## config.mk

```make
export PLATFORM = sky130hd
export DESIGN_NAME = fetch_unit
export DESIGN_NICKNAME = d
export VERILOG_FILES = /design/src/rtl/fetch_unit_pkg.sv /design/src/rtl/fetch_fifo.sv /design/src/rtl/fetch_unit.sv
export SDC_FILE = /design/constraint.sdc
export NUM_CORES = 1
export LEC_CHECK = 0
export ABC_AREA = 1
export ABC_CLOCK_PERIOD_IN_PS = 6190
export CORE_UTILIZATION = 54
export CTS_BUF_LIST = sky130_fd_sc_hd__clkbuf_4
export DETAILED_ROUTE_END_ITERATION = 8
export PLACE_DENSITY = 0.76
export SLEW_MARGIN = 20
export SYNTH_ARGS = -nofsm -noshare
export SYNTH_HDL_FRONTEND = slang
export SYNTH_SLANG_ARGS = --single-unit
export TNS_END_PERCENT = 10
```

## constraint.sdc

```tcl
create_clock -name clk -period 6.19 [get_ports clk]
set_input_delay 0.619 -clock clk [delete_from_list [all_inputs] [get_ports clk]]
set_output_delay 0.619 -clock clk [all_outputs]
set_load 0.05 [all_outputs]
```

## src/rtl/fetch_unit_pkg.sv

```systemverilog
// Shared types and constants for the instruction-fetch stage.
package fetch_unit_pkg;

  localparam int unsigned ENTRY_PC_W = 32;

  // One buffered fetch result as it travels from memory to decode.
  typedef struct packed {
    logic [31:0]           instr;
    logic [ENTRY_PC_W-1:0] pc;
  } fetch_entry_t;

  // Fetch sequencer states.
  localparam logic [1:0] FETCH      = 2'd0;
  localparam logic [1:0] WAIT_SPACE = 2'd1;
  localparam logic [1:0] DISCARD    = 2'd2;

  localparam logic [31:0] NOP_INSTR = 32'h0;

endpackage

```

## src/rtl/fetch_fifo.sv

```systemverilog
// Small prefetch FIFO holding {instruction, pc} words between memory and decode.
module fetch_fifo #(
  parameter int unsigned W     = 64,
  parameter int unsigned DEPTH = 4
) (
  input  logic         clk,
  input  logic         rst,
  input  logic         push,
  input  logic         pop,
  input  logic         clear,
  input  logic [W-1:0] wdata,
  output logic [W-1:0] rdata,
  output logic         full,
  output logic         empty
);

  localparam int AW = $clog2(DEPTH);

  logic [W-1:0] mem [DEPTH];
  logic [AW:0]  wr_ptr_q, wr_ptr_d;
  logic [AW:0]  rd_ptr_q, rd_ptr_d;

  // Pointer advance; clear empties the FIFO regardless of push/pop.
  always_comb begin
    wr_ptr_d = wr_ptr_q;
    rd_ptr_d = rd_ptr_q;
    if (clear) begin
      wr_ptr_d = '0;
      rd_ptr_d = '0;
    end else begin
      if (push) wr_ptr_d = wr_ptr_q + (AW+1)'(1);
      if (pop)  rd_ptr_d = rd_ptr_q + (AW+1)'(1);
    end
  end

  // Pointer registers.
  always_ff @(posedge clk or posedge rst) begin
    if (rst) begin
      wr_ptr_q <= '0;
      rd_ptr_q <= '0;
    end else begin
      wr_ptr_q <= wr_ptr_d;
      rd_ptr_q <= rd_ptr_d;
    end
  end

  // Storage write; contents need no reset since the pointers gate visibility.
  always_ff @(posedge clk) begin
    if (push && !clear) mem[wr_ptr_q[AW-1:0]] <= wdata;
  end

  assign rdata = mem[rd_ptr_q[AW-1:0]];
  assign empty = (wr_ptr_q == rd_ptr_q);
  assign full  = (wr_ptr_q[AW] != rd_ptr_q[AW]) &&
                 (wr_ptr_q[AW-1:0] == rd_ptr_q[AW-1:0]);

  // Overflow (push on full without a pop) and underflow must never happen.
  always_ff @(posedge clk) begin
    if (!rst && !clear) begin
      assert (!(push && full && !pop));
      assert (!(pop && empty));
    end
  end

endmodule

```

## src/rtl/fetch_unit.sv

```systemverilog
// Instruction-fetch stage: PC generation, imem handshake, prefetch and IF/ID register.
module fetch_unit
  import fetch_unit_pkg::*;
#(
  parameter int unsigned     bus      = 32,
  parameter int unsigned     DEPTH    = 4,
  parameter int unsigned     PC_STEP  = 1,
  parameter logic [bus-1:0]  RESET_PC = '0
) (
  input  logic           clk,
  input  logic           rst,
  output logic           imem_req,
  output logic [bus-1:0] imem_addr,
  input  logic           imem_ack,
  input  logic [31:0]    imem_rdata,
  input  logic           redirect,
  input  logic [bus-1:0] redirect_pc,
  input  logic           stall,
  output logic           instr_valid,
  output logic [31:0]    instruction,
  output logic [bus-1:0] pc_out
);

  localparam int unsigned    EW     = 32 + bus;
  localparam logic [bus-1:0] PC_INC = bus'(PC_STEP);

  logic [1:0]     state_q, state_d;
  logic [bus-1:0] fetch_pc_q, fetch_pc_d;
  logic [bus-1:0] pend_pc_q, pend_pc_d;
  logic           out_valid_q, out_valid_d;
  logic [31:0]    out_instr_q, out_instr_d;
  logic [bus-1:0] out_pc_q, out_pc_d;

  logic           out_load, pop, push, accept, bypass;
  logic           f_full, f_empty;
  logic [EW-1:0]  f_rdata;

  // Per-cycle handshake, pop/push and bypass decisions.
  always_comb begin
    out_load = !out_valid_q || !stall;
    pop      = out_load && !f_empty && !redirect;
    case (state_q)
      FETCH:   imem_req = (!f_full || pop) && !rst;
      DISCARD: imem_req = !rst;
      default: imem_req = 1'b0;
    endcase
    accept = imem_req && imem_ack && (state_q != DISCARD) && !redirect;
    bypass = accept && out_load && f_empty;
    push   = accept && !bypass;
  end

  // Fetch PC sequencing and FSM; a redirect always takes priority.
  always_comb begin
    state_d    = state_q;
    fetch_pc_d = fetch_pc_q;
    pend_pc_d  = pend_pc_q;
    if (redirect) begin
      if (state_q == DISCARD) begin
        if (imem_ack) begin
          state_d    = FETCH;
          fetch_pc_d = redirect_pc;
        end else begin
          pend_pc_d = redirect_pc;
        end
      end else if (imem_req && !imem_ack) begin
        // Request in flight: keep it stable until its ack, then jump.
        state_d   = DISCARD;
        pend_pc_d = redirect_pc;
      end else begin
        state_d    = FETCH;
        fetch_pc_d = redirect_pc;
      end
    end else begin
      case (state_q)
        FETCH: begin
          if (accept) fetch_pc_d = fetch_pc_q + PC_INC;
          if (f_full && !pop) state_d = WAIT_SPACE;
        end
        WAIT_SPACE: if (pop) state_d = FETCH;
        DISCARD: begin
          if (imem_ack) begin
            state_d    = FETCH;
            fetch_pc_d = pend_pc_q;
          end
        end
        default: state_d = FETCH;
      endcase
    end
  end

  // IF/ID register: load FIFO head, else the bypassed ack word, else go idle.
  always_comb begin
    out_valid_d = out_valid_q;
    out_instr_d = out_instr_q;
    out_pc_d    = out_pc_q;
    if (redirect) begin
      out_valid_d = 1'b0;
    end else if (out_load) begin
      if (!f_empty) begin
        out_valid_d = 1'b1;
        out_instr_d = f_rdata[EW-1:bus];
        out_pc_d    = f_rdata[bus-1:0];
      end else if (accept) begin
        out_valid_d = 1'b1;
        out_instr_d = imem_rdata;
        out_pc_d    = fetch_pc_q;
      end else begin
        out_valid_d = 1'b0;
      end
    end
  end

  // State registers.
  always_ff @(posedge clk or posedge rst) begin
    if (rst) begin
      state_q     <= FETCH;
      fetch_pc_q  <= RESET_PC;
      pend_pc_q   <= RESET_PC;
      out_valid_q <= 1'b0;
      out_instr_q <= NOP_INSTR;
      out_pc_q    <= RESET_PC;
    end else begin
      state_q     <= state_d;
      fetch_pc_q  <= fetch_pc_d;
      pend_pc_q   <= pend_pc_d;
      out_valid_q <= out_valid_d;
      out_instr_q <= out_instr_d;
      out_pc_q    <= out_pc_d;
    end
  end

  fetch_fifo #(.W(EW), .DEPTH(DEPTH)) u_fifo (
    .clk   (clk),
    .rst   (rst),
    .push  (push),
    .pop   (pop),
    .clear (redirect),
    .wdata ({imem_rdata, fetch_pc_q}),
    .rdata (f_rdata),
    .full  (f_full),
    .empty (f_empty)
  );

  assign imem_addr   = fetch_pc_q;
  assign instr_valid = out_valid_q;
  assign instruction = out_instr_q;
  assign pc_out      = out_pc_q;

endmodule

```

==> results.toml, run 1 <==
[synth]
synth_edf_count = 256
syn-num-nets = 1733
netlist_top_cells_area = "edfxtp_1 45%, dfrtp_1 20%, nand2_1 8.4%"
syn_area_per_cell_um2 = 10.4
synth_ff_type = "edfxtp_1"
yosysMostFrequentCell = "nand2_1"
ys_seq_area_share_pct = 64.6
synth-seq-cells = 393
syn_inst = 1658
async_flop_share_pct = 34.9
synth_top_cell_by_area = "edfxtp_1"
netlist.area_leader.share_pct = 44.7
yosysWarnings = 0
synth.top_cells.by_count = "383 x nand2_1, 256 x edfxtp_1, 201 x nor2_1"
ys_types = 36
netlist_area_um2 = 17200

[floorplan]
die_h_um = 181
core_um2 = 31000
start_util_pct = 55.5
die_area_um2 = 32600
ios = 167
rows = 64
die_w_um = 181

[clock_network]
clock_sinks = 393
cts_hold_buf = 0
cts.clk_slew.worst_paths_ns = 0.07
numCtsBuffers = 100
clockRootBuffer = "clkbuf_4"
post_cts_resize_count = 0
cts_tree = "done"
clock_path_buffers = 3
clk_latency_ns = 0.76
htree_levels = 3
cts_setup_buffers = 0

[route]
drc = 0
wl_per_cell_um = 17.8
vias = 13000
dr.pass1.iters = 6
viasPerCell = 5.56
met1_length_um = 18100
drt-initial-drc-count = 1052
met3RoutedLength_um = 2870
final_antenna_net_count = 0
wl_met2_um = 19700
highest_layer = "met4"
wl_um = 41600

[setup_path]
crit_buf_inv = 4
path_depth = 12
crit_required_ns = 6.80
worstPathArrival_ns = 4.60
cp_max_fo = 93
crit_slowest_cell = "inv_2"
max_stage_delay_ns = 0.75
worstPathCellList = "inv_2 -> nand2_1 -> nand2_1 -> a21oi_4 -> nand2_2 -> buf_4 -> inv_2 -> nand2_1 -> nand2_4 -> buf_12 -> nand2_1 -> o21ai_1"
path_common_cell = "nand2_1"
path_class = "flip-flop to flip-flop"
startpoint_type = "flip-flop"
worstSetupEndpointType = "flip-flop"
reg2reg_depth = 12
path_delay_family = "buffers and inverters"

[sta]
finClkSkew_ns = 0.0586
tns_ns = 0
setup_violations = 0
fin_crit_ns = 3.99
slew_violations = 0
slew_headroom_pct = 30.9
period_share_pct = 64.4
rsz0062_at_grt = "false"
hold_violations = 0
max_slew.worst_pin.slew_ns = 1.04
fmax_mhz = 251

[run_status]
status = "finished clean"

[final_layout]
register_area_um2 = 11100
multi_input_area_um2 = 5370
syn_to_final_growth_pct = 19.2
drive_above_1_share_pct = 13.5
nets = 1926
stdcell_count = 2333
fill_cells = 2389

[global_route]
grt_first_pass_wirelength_um = 66400
grt_max_degree = 94
grt-ovfl-total = 0
grt_usage_pct = 25.8
grt_pass1_vias = 12700
antenna_found_initial = 1

[hold_path]
min_path_cells = 3
hold_class = "input port to flip-flop"

[power_and_ir_drop]
ir_drop_mv = 0.327
power.leakage_nw = 8.11
power_density_nw_per_um2 = 509

[placement]
hpwlAfterDp_um = 25500
place.gp.congestion = 0.843
placed_cells = 2143
port_buffers = 166

[flow_run]
drv_cap = 0
==> final cells by class <==
type	instances	area share, %
diodes	1	0.0122
clock buffers	159	5.82
clock inverters	28	1.10
inverters	62	1.17
multi-input cells	1109	26.2
flip-flops and latches	393	54.2
well taps	396	2.42
repair buffers	185	9.03
==> layer usage <==
metal / vias up / global-route usage (%)
li1: 6179 / -
met1: 6149 / 35.1
met2: 565 / 41.4
met3: 70 / 4.32
met4: 0 / 10.5
met5: - / 0
==> metrics by stage <==
| step | setup slack [ns] | total power [W] | hold WS (ns) | instance area (µm²) | utilization [%] |
|---|---|---|---|---|---|
| after floorplan | 1.48 | 0.00671 | 0.434 | 17200 | - |
| after global placement | 2.11 | 0.00798 | 0.446 | 19000 | 61.4 |
| after detailed placement | 2.09 | 0.00807 | 0.452 | 19000 | 61.4 |
| after CTS | 2.16 | 0.0105 | 0.419 | 20400 | 66.0 |
| after global routing | 1.88 | 0.0110 | 0.440 | 20500 | 66.2 |
| final | 2.20 | 0.0104 | 0.461 | 20500 | 66.2 |
==> layout by cell type, fill, tap and decap left out, drive strengths merged <==
cell	count
nand2	407
edfxtp	256
o21ai	250
nor2	204
clkdlybuf4s50	165
clkbuf	159
dfrtp	137
nand3	92
o22ai	65
inv	63
mux2i	41
clkinv	22
buf	20
or2	17
a21oi	13
ha	6
o211ai	4
bufinv	4
xor2	3
nand4	3
xnor2	2
diode	1
nor3	1
a31oi	1
clkinvlp	1
==> kinds of logic after synthesis <==
kind of cell | Yosys count | share of synthesized area (%)
AO/OA/AOI/OAI | 333 | 10.6
XOR/XNOR | 5 | 0.298
adder cells (fa/ha/maj) | 6 | 0.436
buffers and inverters | 156 | 4.37
flip-flops | 393 | 64.6
multiplexers | 41 | 2.39
AND/OR/NAND/NOR | 724 | 17.3
==> registers in the layout (all words and copies together), names as in the netlist <==
name / cells
u_fifo.mem: 256
instr_valid: 1
u_fifo.rd_ptr_q: 3
u_fifo.wr_ptr_q: 3
imem_addr: 32
pend_pc_q: 32
instruction: 32
state_q: 2
pc_out: 32
==> final timing paths <==
| path | to | startpoint | slack [ns] |
|---|---|---|---|
| setup / recovery | pc_out[21]$_DFFE_PP0P_ | u_fifo.rd_ptr_q[1]$_DFFE_PP0N_ | 2.20 |
| hold / removal | pend_pc_q[4]$_DFFE_PP0P_ | redirect_pc[4] | 0.46 |
| setup reg to reg | pc_out[21]$_DFFE_PP0P_ | u_fifo.rd_ptr_q[1]$_DFFE_PP0N_ | 2.20 |
| hold reg to reg | pend_pc_q[12]$_DFFE_PP0P_ | pend_pc_q[12]$_DFFE_PP0P_ | 0.47 |
| max in group asynchronous | imem_addr[10]$_DFFE_PP0P_ | rst | 4.49 |
| min in group asynchronous | pc_out[6]$_DFFE_PP0P_ | rst | 0.49 |
==> worst min-delay path: cells and delay by family <==
| family | cells | cell delay [ns] |
|---|---|---|
| buffers and inverters | 2 | 0.47 |
| AOI/OAI and AO/OA | 1 | 0.07 |
==> where the power goes <==
group	switching, W	internal, W
Combinational	0.00276	0.00129
Clock	0.00106	0.00133
Sequential	0.000627	0.00336
No activity file was read; power rests on OpenSTA's default activity.
==> inputs of run 2 (changes only) <==
--- a/config.mk
+++ b/config.mk
@@ -6,7 +6,7 @@
 export NUM_CORES = 1
 export LEC_CHECK = 0
 export ABC_AREA = 1
-export ABC_CLOCK_PERIOD_IN_PS = 6190
+export ABC_CLOCK_PERIOD_IN_PS = 3900
 export CORE_UTILIZATION = 54
 export CTS_BUF_LIST = sky130_fd_sc_hd__clkbuf_4
 export DETAILED_ROUTE_END_ITERATION = 8
==> constraint.sdc (replaced) <==
create_clock -name clk -period 3.9 [get_ports clk]
set_input_delay 0.39 -clock clk [delete_from_list [all_inputs] [get_ports clk]]
set_output_delay 0.39 -clock clk [all_outputs]
set_load 0.05 [all_outputs]
==> results.toml, run 2 (synthesis results as in run 1) <==
[run_status]
status = "finished clean"

[clock_network]
clock_path_buffers = 3
cts_hold_buf = 0
clk_latency_ns = 0.73
clock_sinks = 393
cts_tree = "done"
post_cts_resize_count = 0
clockRootBuffer = "clkbuf_4"
cts.clk_slew.worst_paths_ns = 0.07
numCtsBuffers = 99
cts_setup_buffers = 0
htree_levels = 3

[sta]
slew_headroom_pct = 35.4
fin_crit_ns = 2.90
rsz0062_at_grt = "false"
max_slew.worst_pin.slew_ns = 0.969
fmax_mhz = 345
setup_violations = 0
finClkSkew_ns = 0.0421
period_share_pct = 74.4
tns_ns = 0
slew_violations = 0
hold_violations = 0

[setup_path]
worstPathArrival_ns = 3.22
path_class = "flip-flop to flip-flop"
cp-startpoint = "u_fifo.rd_ptr_q[0]$_DFFE_PP0N_"
startpoint_type = "flip-flop"
max_stage_delay_ns = 0.65
timing.rr.start = "u_fifo.rd_ptr_q[0]$_DFFE_PP0N_"
worstSetupEndpointType = "flip-flop"
crit_slowest_cell = "dfrtp_4"
cp_max_fo = 48
crit_required_ns = 4.22
worstPathCellList = "clkinv_2 -> nand2_1 -> a21oi_4 -> nand3_2 -> nand4_2 -> nor2_1 -> inv_1 -> nor2_4 -> buf_4"

[global_route]
grt_max_degree = 101
grt_usage_pct = 25.8
grt_pass1_vias = 12900
grt_first_pass_wirelength_um = 66400
antenna_found_initial = 1
grt-ovfl-total = 0

[route]
wl_um = 41200
wl_per_cell_um = 17.7
vias = 13000
viasPerCell = 5.55
final_antenna_net_count = 0
drc = 0
drt-initial-drc-count = 1139
dr.pass1.iters = 7

[floorplan]
ios = 167
die_h_um = 181
rows = 64
start_util_pct = 55.5
die_area_um2 = 32600
die_w_um = 181
core_um2 = 31000

[flow_run]
drv_cap = 0

[hold_path]
min_from = "redirect"
hold_class = "input port to flip-flop"

[placement]
port_buffers = 166
place.gp.congestion = 0.876
hpwlAfterDp_um = 25000
placed_cells = 2150

[final_layout]
layout.cells.most_common = "nand2_1"
drive_above_1_share_pct = 13.3
syn_to_final_growth_pct = 18.8
final_cell_mix = "383 x nand2_1, 256 x edfxtp_1, 197 x nor2_1"
fill_cells = 2403
stdcell_count = 2336
largest_register_ffs = 256
nets = 1930

[power_and_ir_drop]
ir_drop_mv = 0.553
power.leakage_nw = 8.07
power_density_nw_per_um2 = 794
-- run 2: stage by stage --
stage	hold WS (ns)	power, W	utilization (%)	cell area, µm²	worst slack [ns]
3_5_place_dp	0.451	0.0128	61.8	19100	0.678
5_1_grt	0.0494	0.0171	66.0	20400	0.803
3_3_place_gp	0.446	0.0127	61.8	19100	0.719
4_1_cts	0.00850	0.0163	65.9	20400	1.00
2_1_floorplan	0.434	0.0107	-	17200	-0.810
6_report	0.0443	0.0162	66.0	20400	0.998
-- run 2: critical path: cells and delay by family, from the launching register on --
family	cells	cell delay (ns)
buffers and inverters	3	0.99
DFF	1	0.65
and+or+nand+nor	5	0.78
AOI/OAI and AO/OA	1	0.08
-- run 2: cell type report --
type / count / area (µm²) / area share [%]
inverter: 62 / 239 / 1.17
clock inverter: 33 / 159 / 0.777
tap: 396 / 495 / 2.42
timing repair buffer: 190 / 1910 / 9.34
sequential: 393 / 11100 / 54.4
multi-input combinational: 1109 / 5370 / 26.3
clock buffer: 152 / 1140 / 5.58
antenna: 1 / 2.50 / 0.0122
-- run 2: per-layer routing --
metal / wire (µm) / global-route usage [%] / vias up
met2: 19500 / 41.4 / 573
met4: 1080 / 10.7 / 0
met3: 2970 / 4.18 / 84
li1: - / - / 6167
met1: 17700 / 35.0 / 6149
met5: 0 / 0 / -
-- run 2: path summary, 6_finish.rpt --
check                                                  to  slack [ns]  cells past startpoint
max                           u_fifo.mem[3][32]$_DFFE_PP_         1.0                      9
min                        u_fifo.rd_ptr_q[1]$_DFFE_PP0N_        0.04                      4
max reg2reg                   u_fifo.mem[3][32]$_DFFE_PP_         1.0                      9
min reg2reg                     pend_pc_q[23]$_DFFE_PP0P_        0.47                      2
max in group asynchronous      instruction[1]$_DFFE_PP0P_        2.84                      3
min in group asynchronous          state_q[0]$_DFFE_PP0P_        0.20                      2
-- run 2: power by group --
group | leakage, nW | switching, W | internal [W]
registers | 4.01 | 0.000947 | 0.00533
clock network | 0.766 | 0.00163 | 0.00184
logic | 3.30 | 0.00441 | 0.00208
